<file path="src/rtl/seq_pkg.sv">
// seq_pkg: code table, state encoding and pointer helper shared by the generator and the checker.
package seq_pkg;
  localparam int SEQ_LEN = 9;
  localparam logic [SEQ_LEN-1:0][7:0] SEQ_TABLE = {
    8'd0, 8'd155, 8'd1, 8'd24, 8'd233, 8'd59, 8'd34, 8'd12, 8'd3
  };
  localparam logic [1:0] HUNT    = 2'd0;
  localparam logic [1:0] CONFIRM = 2'd1;
  localparam logic [1:0] LOCKED  = 2'd2;
  function automatic logic [3:0] next_idx(input logic [3:0] i);
    return (i == 4'(SEQ_LEN - 1)) ? 4'd0 : i + 4'd1;
  endfunction
endpackage

</file>
<file path="src/rtl/seq_code_lut.sv">
// seq_code_lut: combinational forward (idx -> code) and reverse (code -> hit, idx) table lookup.
module seq_code_lut
  import seq_pkg::*;
(
  input  logic [3:0] idx_i,
  output logic [7:0] code_o,
  input  logic [7:0] code_i,
  output logic       hit_o,
  output logic [3:0] hit_idx_o
);
  assign code_o = (idx_i < 4'(SEQ_LEN)) ? SEQ_TABLE[idx_i] : 8'd0;
  // Codes are unique, so at most one entry can match.
  always_comb begin
    hit_o     = 1'b0;
    hit_idx_o = 4'd0;
    for (int k = 0; k < SEQ_LEN; k++) begin
      if (code_i == SEQ_TABLE[k]) begin
        hit_o     = 1'b1;
        hit_idx_o = 4'(k);
      end
    end
  end
endmodule

</file>
<file path="config.mk">
export PLATFORM = sky130hd
export DESIGN_NAME = seq_code_lut
export DESIGN_NICKNAME = d
export VERILOG_FILES = /design/src/rtl/seq_pkg.sv /design/src/rtl/seq_code_lut.sv
export SDC_FILE = /design/constraint.sdc
export NUM_CORES = 1
export LEC_CHECK = 0
export CAP_MARGIN = 10
export CORE_AREA = 2 2 39 41
export DETAILED_ROUTE_END_ITERATION = 7
export DIE_AREA = 0 0 41 43
export PLACE_DENSITY_LB_ADDON = 0.25
export SLEW_MARGIN = 20
export SYNTH_ARGS = -nofsm -noshare
export SYNTH_HDL_FRONTEND = slang
export SYNTH_SLANG_ARGS = --single-unit
</file>
<file path="constraint.sdc">
create_clock -name vclk -period 1.2
set_input_delay 0.18 -clock vclk [all_inputs]
set_output_delay 0.18 -clock vclk [all_outputs]
set_load 0.03 [all_outputs]
</file>
; Word-level counts from Yosys, hierarchy flattened
; Memory sizes are Yosys's and may differ from the RTL's.
; Cells that the tools add are included.
[totals]
word_cells = 31
out_inout_bits = 13
input_bits = 12
n_memories = 1
mem_bits_ro = 128
regBits = 0
[memory_table]
columns = memory, depth, word_bits, rd, rd_ports_with_merged_regs, wr, line_no
row1 = (no name shown), 16, 8, 1, 0, 0, seq_code_lut.sv:11  ; assign code_o = (idx_i < 4'(SEQ_LEN)) ? SEQ_TABLE[idx_i] : 8'd0;
[op_classes]
n_lt_le_gt_ge = 2
n_reduce_logical = 1
eq_ne = 8
mux = 19
[op_table]
columns = cell, n
row1 = $mux W4, 7
row2 = $eq A8 B6 Y1 const B, 2
row3 = $eq A8 B8 Y1 const B, 2
row4 = $mux W8, 2
row5 = $mux W1, 10
row6 = $eq A8 B1 Y1 const B, 1
row7 = $eq A8 B2 Y1 const B, 1
row8 = $eq A8 B4 Y1 const B, 1
row9 = $eq A8 B5 Y1 const B, 1
row10 = $logic_not A8 Y1, 1
row11 = $lt A4 B5 Y1 const B, 1
row12 = $lt A4 B4 Y1 const B, 1

; Longest topological paths before layout
[depth]
depth_word = 10
mapped_depth = 5
depth_no_buf = 4

; Worst setup path after synthesis
; No wires, ideal clock.
[synth_path]
path_kind = input-to-output
startpoint = in idx_i[0]
endpoint = out code_o[0]
t_arrival_ns = 1.414
cell_stages = 4
path_buffers = 0
required_time_ns = 1.020
slack_ns = -0.394
cell_sequence = inv_1 ha_1 nor2b_1 a211oi_1
[synth_via]
elab_chain_len = 3
elab_cells_between_ends = 4
cone_classes = order compare: 1 / mux: 2 / memory: 1
[synth_lines]
columns = element, line_no
row1 = start: declaration, seq_code_lut.sv:5  ; input logic [3:0] idx_i,
row2 = $mem_v2 Z16 W8, -
row3 = $mux W8 (not written as such), seq_code_lut.sv:11
row4 = $mux W8 *, seq_code_lut.sv:11
row5 = end: declaration, seq_code_lut.sv:6  ; output logic [7:0] code_o,
; Every way passes the cells marked *; elsewhere a longest branch is shown, timed or not. The select of a mux whose other input is x is not followed.

; Final worst setup path
[layout_path]
startpoint = in code_i[7]
endpoint = out hit_idx_o[0]
[layout_via]
elab_chain_len = 9
elab_cells_between_ends = 16
cone_classes = eq/ne: 7 / mux: 8 / reduce/logical: 1
[layout_lines]
columns = element, line_no
row1 = start: declaration, seq_code_lut.sv:7  ; input logic [7:0] code_i,
row2 = $eq A8 B4 Y1, seq_code_lut.sv:17  ; if (code_i == SEQ_TABLE[k]) begin
row3 = $mux W1, seq_code_lut.sv:17
row4 = $mux W4 (6 in series), seq_code_lut.sv:17
row5 = $mux W4 *, seq_code_lut.sv:17
row6 = end: declaration, seq_code_lut.sv:9  ; output logic [3:0] hit_idx_o
; Every way passes the cells marked *; elsewhere a longest branch is shown, timed or not.

==> results.env <==
GROUTE.USAGE.OVERALL_PCT=16.2
TIMING_WORST_SETUP_PATH_TYPE='input pin to output pin'
DR.PASS1.ITERS=4
TIMING.CRITICAL_PATH.SLOWEST_CELL_DELAY_NS=0.39
FIN_CRIT_NS=1.57
REGAREA_SQ_UM=0
PERIOD_SHARE_PCT=131
DRC=0
SYNTHESIZED_INSTANCE_COUNT=56
CP_TOP_FAMILY='simple AND/OR/NAND/NOR gates'
TIMING.MAX_SLEW.REL_SLACK_PCT=82.7
DIE_FOOTPRINT_SQ_UM=1760
TNS_NS=-1.69
CRITICAL_PATH.ENDPOINT='hit_idx_o[0]'
CRITICAL_PATH_DEPTH=6
CORE_AREA_SQ_UM=1380
ANTENNADIODECOUNT=0
DR_TOTAL_VIAS=575
PLACE_CONGESTION=0.812
CRITICAL_PATH_BUF_INV_COUNT=3
DIE_Y_MICRONS=43
STD_CELL_ROWS=14
P_PER_CELL_AREA_nW_PER_UM2=320
KIND_OF_END_POINT_OF_THE_CRITICAL_PATH='output pin'
GRT_FIRST_PASS_WIRELENGTH_MM=2.09
CRIT_ARRIVAL_NS=1.39
ANT_NETS=0
OVERALL_POWER_AFTER_LAYOUT_W=0.000308
NETLIST_AREA_PRE_PLACE_SQ_UM=403
STATUS='complete, but fails checks'
GRT_MAX_DEGREE=10
VDD.IR_DROP.WORST_uV=145
WORSTMARGINPINSLEW_NS=0.259
CRIT_PATH_FREQUENT_CELL='buf_6'
PLACE.PORT_BUFFERS=25
YS_SEQ_AREA_SHARE_PCT=0
SYN_AREA_PER_CELL_SQ_UM=7.19
MAX_CLOCK_FREQ_GHz=0.635
ANTENNA_FOUND_INITIAL=0
FINALINSTANCEAREA_SQ_UM=962
CRITPATHLAUNCH='code_i[7]'
DETAIL_ROUTE.WL_PER_CELL_MICRONS=12.7
TOTAL_WIRELENGTH_MM=1.45
CELL_WITH_THE_LARGEST_STAGE_DELAY_ON_THE_WORST_PATH='or3_4'
CTS.HOLD.BUFFERS_ADDED=0
WHS_PATH_DEPTH=5
DP_HPWL_MM=1.00
VIOLATIONS_IN_THE_FINAL_REPORTS='setup timing'
DRT_ITER0_MARKERS=7
FLOW.AREA_GROWTH_FROM_SYNTHESIS_PCT=139
LAYOUT_CELL_SHARE_WITH_DRIVE_STRENGTH_BEYOND_1_PCT=67.3
NUM_IO_PINS=25
SEQ_CELLS=0
CRITICAL_PATH_MAXIMUM_FANOUT=2
PRE_CTS_SLACK_NS=-0.709
NET_COUNT_FINAL=117
TIMING.FINAL.MAX_SLEW_VIOLATIONS=0
YS_WARN_COUNT=0
CRITICAL_PATH.CELL_CHAIN='buf_6 -> or3_4 -> or3_4 -> buf_6 -> o22ai_2 -> buf_6'
GRT.OVERFLOW.TOTAL=0
MAX_CAP_VIOLS=0
FINAL_HOLD_VIOL_COUNT=0
CP_STARTPOINT_KIND='input pin'
HOLD_WC_PATH_TYPE='input pin to output pin'
CP_DATA_REQUIRED_TIME_NS=1.02
SYN_NETS=73
FINALSETUPVIOLATIONS=5
LAYOUT_SETUP_WS_NS=-0.375
START_UTIL_PCT=29.1
PLACED_STANDARD_CELL_AREA_SQ_UM=805
NETLIST-CELL-TYPE-COUNT=26
N_CLOCK_BUFFER=0
LEAKAGEPOWER_nW=0.435
VIASPERCELL=5.04
POSTLAYOUTCOREUTIL_PCT=69.5
FIRST_GLOBAL_VIAS=514
RSZ0062_AT_GRT='yes'
DIE-WIDTH_MICRONS=41
repair_timing:
action                     CTS  global route
setup endpoints to repair   13             9
gates resized for setup     61            21
gates cloned                 0             0
pin swaps                   10             9
setup buffers                3             0
per-layer routing:
metal / vias up / track usage, % / share of wire [%]
li1: 288 / - / -
met5: - / 0 / 0
met1: 267 / 19.3 / 43
met4: 0 / 2.67 / 1.0
met3: 2 / 1.57 / 3.7
met2: 18 / 29.4 / 52
worst min-delay path by stage:
stage                    from      endpoint  slack (ns)
global route        code_i[6]  hit_idx_o[1]        0.79
floorplan           code_i[2]  hit_idx_o[3]        0.41
finish              code_i[6]  hit_idx_o[1]        0.78
detailed placement  code_i[2]  hit_idx_o[3]        1.19
global placement    code_i[2]  hit_idx_o[3]        1.19
CTS                 code_i[6]  hit_idx_o[1]        0.76
cells by family after synthesis:
kind of cell	synth area share [%]
XOR/XNOR	6.52
AO/OA/AOI/OAI	11.5
multiplexers	4.97
adder cells (fa/ha/maj)	15.5
AND/OR/NAND/NOR	52.2
buffers and inverters	9.32
synth_stat cells:
cell,instances,share of area [%]
nor2_1,8,7.5
nand2_1,4,3.7
nor3_1,2,2.5
or3_4,2,5.6
o2111ai_1,1,2.2
and3_1,1,1.6
nor2b_1,1,1.6
and3b_1,2,4.3
nor4_4,1,5.3
or4_1,1,1.9
inv_1,2,1.9
buf_6,2,5.6
xor2_1,2,4.3
and2b_2,2,4.3
ha_1,5,16
xnor2_1,1,2.2
nand2b_1,1,1.6
mux2i_1,2,5.0
o21ai_0,1,1.2
nand3_1,2,2.5
clkbuf_1,2,1.9
nand4_1,4,6.2
o22ai_1,2,3.1
a21oi_1,1,1.2
nor3b_1,2,3.7
a211oi_1,2,3.7
cells in the final DEF, fill, tap and decap left out, types with 2 or more instances in the layout:
master and n:
dlygate4sd2_1 3, and3b_1 2, xor2_1 2, nand2_4 3
buf_4 21, mux2i_1 2, nand4_1 4, and2b_2 2
ha_1 2, ha_4 2, or3_4 2, nor3b_2 2
buf_2 3, clkdlybuf4s15_1 3, buf_8 2, nor2_1 7
buf_6 13
area by class of cell:
class              count  area (sq um)
inverters              2          15.0
multi-input cells     50           510
well taps             16          20.0
repair buffers        46           417
fillers              106           422
power breakdown:
group	switching, W	internal [W]
clock	0	0
combinational	0.000153	0.000155
sequential	0	0
tightest hold or removal path, delay by kind of cell:
kind	cells	cell delay [ns]
buf+inv	2	0.21
simple gates	3	0.21
through the flow:
step,hold slack [ns],instances
after floorplan,0.410,56
after global placement,1.19,111
after detailed placement,1.19,111
after CTS,0.764,114
after global routing,0.787,114
final,0.777,114
No activity file was read; power rests on OpenSTA's default activity.
